===== config.mk =====
export PLATFORM = sky130hd
export DESIGN_NAME = note_gen
export DESIGN_NICKNAME = d
export VERILOG_FILES = /design/src/rtl/note_pkg.sv /design/src/rtl/note_gen_tone_channel.sv /design/src/rtl/note_gen.sv
export SDC_FILE = /design/constraint.sdc
export NUM_CORES = 1
export LEC_CHECK = 0
export BUFFER_PORTS_ARGS = -buffer_cell sky130_fd_sc_hd__buf_2
export CAP_MARGIN = 10
export CORE_UTILIZATION = 40
export DETAILED_ROUTE_END_ITERATION = 8
export GPL_TIMING_DRIVEN = 1
export PLACE_DENSITY = 0.63
export SLEW_MARGIN = 25
export SYNTH_ARGS = -nofsm -noshare
export SYNTH_HDL_FRONTEND = slang
export SYNTH_SLANG_ARGS = --single-unit

===== constraint.sdc =====
create_clock -name clk -period 5 [get_ports clk]
set_clock_uncertainty 0.2 [all_clocks]
set_input_delay 1 -clock clk [delete_from_list [all_inputs] [get_ports clk]]
set_output_delay 1 -clock clk [all_outputs]
set_load 0.01 [all_outputs]

===== src/rtl/note_pkg.sv =====
// rtl/note_pkg.sv - shared constants and amplitude lookup for the tone generator
package note_pkg;

  // Sample amplitude per volume level (16-bit two's complement magnitudes)
  localparam logic [15:0] AMP_LV0 = 16'h0000;
  localparam logic [15:0] AMP_LV1 = 16'h0800;
  localparam logic [15:0] AMP_LV2 = 16'h1000;
  localparam logic [15:0] AMP_LV3 = 16'h2000;
  localparam logic [15:0] AMP_LV4 = 16'h3000;
  localparam logic [15:0] AMP_LV5 = 16'h4000;

  // Highest distinct volume level; anything above clamps to it
  localparam logic [2:0] VOL_MAX = 3'd5;

  // Divisors at or below this value encode a rest
  localparam int REST_DIV_MAX = 1;

  // Map a 3-bit volume onto its amplitude, clamping above VOL_MAX
  function automatic logic [15:0] amp_lut(input logic [2:0] vol);
    logic [15:0] a;
    a = AMP_LV5;
    if (vol < VOL_MAX) begin
      case (vol)
        3'd0:    a = AMP_LV0;
        3'd1:    a = AMP_LV1;
        3'd2:    a = AMP_LV2;
        3'd3:    a = AMP_LV3;
        default: a = AMP_LV4;
      endcase
    end
    return a;
  endfunction

endpackage


===== src/rtl/note_gen_tone_channel.sv =====
// rtl/note_gen_tone_channel.sv - one divisor-to-square-wave channel with registered sample
module tone_channel
  import note_pkg::*;
#(
  parameter int DIV_W = 22,
  parameter int AMP_W = 16
) (
  input  logic             clk,
  input  logic             reset,
  input  logic             en,
  input  logic [DIV_W-1:0] div,
  input  logic [AMP_W-1:0] amp,
  output logic [AMP_W-1:0] audio,
  output logic             phase
);

  localparam logic [DIV_W-2:0] HCNT_ONE = 1;

  logic [DIV_W-1:0] div_q;
  logic [DIV_W-2:0] hcnt;
  logic [DIV_W-2:0] half;
  logic             silent;
  logic             restart;
  logic             wrap;

  assign half    = div[DIV_W-1:1];
  assign silent  = !en || (div <= DIV_W'(REST_DIV_MAX));
  // A new or changed divisor always starts the note fresh on the high half
  assign restart = silent || (div != div_q);
  assign wrap    = (hcnt == half - HCNT_ONE);

  // Half-period counter and phase; restart takes priority over wrap
  always_ff @(posedge clk or posedge reset) begin
    if (reset) begin
      div_q <= '0;
      hcnt  <= '0;
      phase <= 1'b1;
    end else begin
      div_q <= div;
      if (restart) begin
        hcnt  <= '0;
        phase <= 1'b1;
      end else if (wrap) begin
        hcnt  <= '0;
        phase <= ~phase;
      end else begin
        hcnt  <= hcnt + HCNT_ONE;
      end
    end
  end

  // Sample register follows the current phase with one cycle of latency
  always_ff @(posedge clk or posedge reset) begin
    if (reset) begin
      audio <= '0;
    end else if (silent) begin
      audio <= '0;
    end else begin
      audio <= phase ? amp : (AMP_W'(0) - amp);
    end
  end

endmodule


===== src/rtl/note_gen.sv =====
// rtl/note_gen.sv - stereo square-wave tone generator with shared enable and volume
module note_gen
  import note_pkg::*;
#(
  parameter int DIV_W = 22,
  parameter int AMP_W = 16
) (
  input  logic             clk,
  input  logic             reset,
  input  logic             en,
  input  logic [DIV_W-1:0] div_l,
  input  logic [DIV_W-1:0] div_r,
  input  logic [2:0]       volume,
  output logic [AMP_W-1:0] audio_l,
  output logic [AMP_W-1:0] audio_r,
  output logic             phase_l,
  output logic             phase_r
);

  logic [AMP_W-1:0] amp;

  // Volume lookup is shared; a change shows up on the next sample of each channel
  assign amp = AMP_W'(amp_lut(volume));

  tone_channel #(.DIV_W(DIV_W), .AMP_W(AMP_W)) u_left (
    .clk   (clk),
    .reset (reset),
    .en    (en),
    .div   (div_l),
    .amp   (amp),
    .audio (audio_l),
    .phase (phase_l)
  );

  tone_channel #(.DIV_W(DIV_W), .AMP_W(AMP_W)) u_right (
    .clk   (clk),
    .reset (reset),
    .en    (en),
    .div   (div_r),
    .amp   (amp),
    .audio (audio_r),
    .phase (phase_r)
  );

endmodule


==> impl_metrics.json <==
{
  "rsz0062_at_grt": "false",
  "vias": 4400,
  "regToRegSetupSlack_ps": 2160,
  "grt_pass1_wl_mm": 21.1,
  "synthAdderAreaFrac_pct": 1.06,
  "grt_max_degree": 61,
  "drv_slew": 0,
  "drc": 0,
  "netlist_area_um2": 5890,
  "fin_setup_tns_ps": 0,
  "hold_class": "reg2reg",
  "postCtsResizedCells": 0,
  "start_util_pct": 41.8,
  "min_to": "u_right.hcnt[0]",
  "slew-limit-headroom_pct": 49.6,
  "dieWidth_um": 123,
  "grt.busiest_layer": "met2",
  "setup_viol": 0,
  "antenna_found_initial": 0,
  "n_fill_cell": 1317,
  "r2r_start": "u_right.hcnt[3]",
  "grt_pass1_vias": 4227,
  "use_met1_pct": 24.7,
  "gr-total-overflow": 0,
  "rr_worst_depth": 8,
  "finalCriticalPeriod_ps": 3730,
  "ys.flop_type": "dfrtp_1",
  "ys_ff_latch": 98,
  "area_delta_synth_final_pct": 10.6,
  "dieArea_um2": 15200,
  "yosysTopAreaCellShare_pct": 40.8,
  "final_cell_mix": "dfrtp_1, xor2_1, buf_2, nor2_1, xnor2_1",
  "period_share_pct": 74.6,
  "synthCells": 600,
  "avgSynthCellArea_um2": 9.81,
  "numCtsBuffers": 9,
  "critPathLaunchType": "input port",
  "dp.cells": 817,
  "h-tree-depth": 3,
  "max_freq_mhz": 268,
  "grtUsageMet2_pct": 28.3,
  "ys_async_sr_fraction_pct": 100,
  "synth_top_family_by_area": "simple AND/OR/NAND/NOR gates",
  "drt_iter0_markers": 238,
  "grt_use_total_pct": 18.1,
  "status": "complete, no violations",
  "final_hold_viol_count": 0,
  "clock_latency_ps": 350,
  "criticalPathCategory": "in2reg",
  "portBuffers": 61,
  "die_h_um": 123,
  "worst_pin_slew_ps": 756,
  "drtAntennaViolNets": 0,
  "gp_congestion": 0.849,
  "critical_path_required_ps": 5020,
  "synth-edff-count": 0,
  "clockBufferDepth": 2,
  "min-delay-start": "u_right.hcnt[0]",
  "grtUsageMet3_pct": 3.00,
  "power_density_nw_per_um2": 255,
  "dp_slack_ps": 910,
  "report.power.total_w": 0.00166,
  "num_antenna_cells": 0,
  "ir_worst_vdd_mv": 0.150,
  "cts_root_buffer": "clkbuf_16",
  "synthMuxAreaShare_pct": 1.23,
  "synth_xor_area_share_pct": 20.3,
  "drive_above_1_share_pct": 18.2,
  "path_max_fanout": 21,
  "ys_types": 62,
  "yosys_warnings": 0,
  "clock-sinks": 98,
  "setup_ws_ps": 1270,
  "cts_setup_buffers": 0,
  "yosysSeqAreaShare_pct": 41.7,
  "wl_per_cell_um": 15.5,
  "viasPerCell": 5.28,
  "r2r-end": "u_right.hcnt[20]",
  "clk_pin_slew_ps": 70,
  "layout_commonest_cell": "dfrtp_1",
  "synth_top_area_cell": "dfrtp_1",
  "drv_cap": 0,
  "cts-hold-fix-buffers": 0,
  "hpwlAfterDp_mm": 9.80,
  "dr.pass1.iters": 4,
  "end_kind": "flop",
  "stdcell_count": 833,
  "io_pins": 84,
  "crit_arrival_ps": 3750,
  "rows": 43,
  "synth-simple-area-share_pct": 23.9,
  "synth_area_leaders": "dfrtp_1, xor2_1, xnor2_1",
  "cellLeakagePower_nw": 2.66,
  "cts_tree": "done",
  "synth_compound_area_share_pct": 5.74,
  "num-nets-final": 703,
  "hold_depth": 1,
  "core_area_um2": 14100,
  "routed_wl_mm": 12.9
}
[state kept, by name, indices dropped and copies added, names as in the netlist]
register / count
u_left.audio: 5
u_right.hcnt: 21
u_right.div_q: 22
u_right.audio: 5
u_left.div_q: 22
u_left.hcnt: 21
u_right.phase: 1
u_left.phase: 1
[cell type report]
cell class	count	area, µm²	share of cell area (%)
Multi-Input combinational cell	461	3160	48.5
Sequential cell	98	2450	37.7
Timing Repair Buffer	67	350	5.38
Clock buffer	9	225	3.46
Tap cell	180	225	3.46
Clock inverter	7	52.6	0.807
Inverter	11	43.8	0.673
[how the worst max path moves through the flow]
stage,start,to,slack [ps],cells past startpoint
floorplan,div_r[5],u_right.hcnt[15],1210,10
global placement,div_r[4],u_right.hcnt[20],940,9
detailed placement,div_r[4],u_right.hcnt[20],910,9
CTS,div_r[4],u_right.hcnt[20],1290,9
global route,div_r[1],u_right.hcnt[20],1050,11
finish,div_r[1],u_right.hcnt[20],1270,11
[synthesized netlist by cell type (6+ instances only)]
library cell	n
dfrtp_1	96
xor2_1	84
nor2_1	53
xnor2_1	50
nand2_1	27
nand3_1	26
nor4_1	26
buf_4	22
nor2_2	20
clkbuf_1	18
nor3_1	18
nand4_1	15
inv_1	11
and3_1	10
o21ai_0	9
or4_1	9
nand3b_1	8
a21oi_1	6
buf_2	6
[through the flow]
stage	utilization, %	hold slack, ps	cell area, µm²
global placement	44.2	328	6230
detailed placement	44.2	332	6230
floorplan	-	286	5970
global route	46.2	390	6510
finish	46.2	340	6510
CTS	46.2	344	6510
[cells by family (layout without fill, tap and decap cells)]
group | Yosys count | in the layout
and+or+nand+nor | 246 | 246
AOI/OAI and AO/OA | 46 | 46
DFF | 98 | 98
buffers and inverters | 62 | 94
other | 1 | 22
muxes | 7 | 7
adders and majority gates | 5 | 5
xor gates and xnor gates | 135 | 135
[power breakdown]
| part | switching, W | total [W] | leakage [nW] | internal (W) |
|---|---|---|---|---|
| Clock | 0.000311 | 0.000653 | 0.137 | 0.000342 |
| Sequential | 0.00000828 | 0.000822 | 1.26 | 0.000813 |
| Combinational | 0.000120 | 0.000189 | 1.27 | 0.0000684 |
[critical path, stage by stage]
cell,delay [ps]
buf_2,160
inv_1,70
ha_1,180
or3b_2,560
nor4_1,270
mux2_2,370
o311ai_0,90
nand4_1,290
o31ai_4,300
buf_4,350
nor2_1,100
[metal layers]
layer  share of wire (%)  routed length, µm  vias up
met5                   0                  0        -
met4                 2.2                288        0
met3                 4.2                548       23
met2                  45               5810      121
met1                  48               6250     2116
li1                    -                  -     2140
Note: power is estimated with default switching activity, not from simulation.
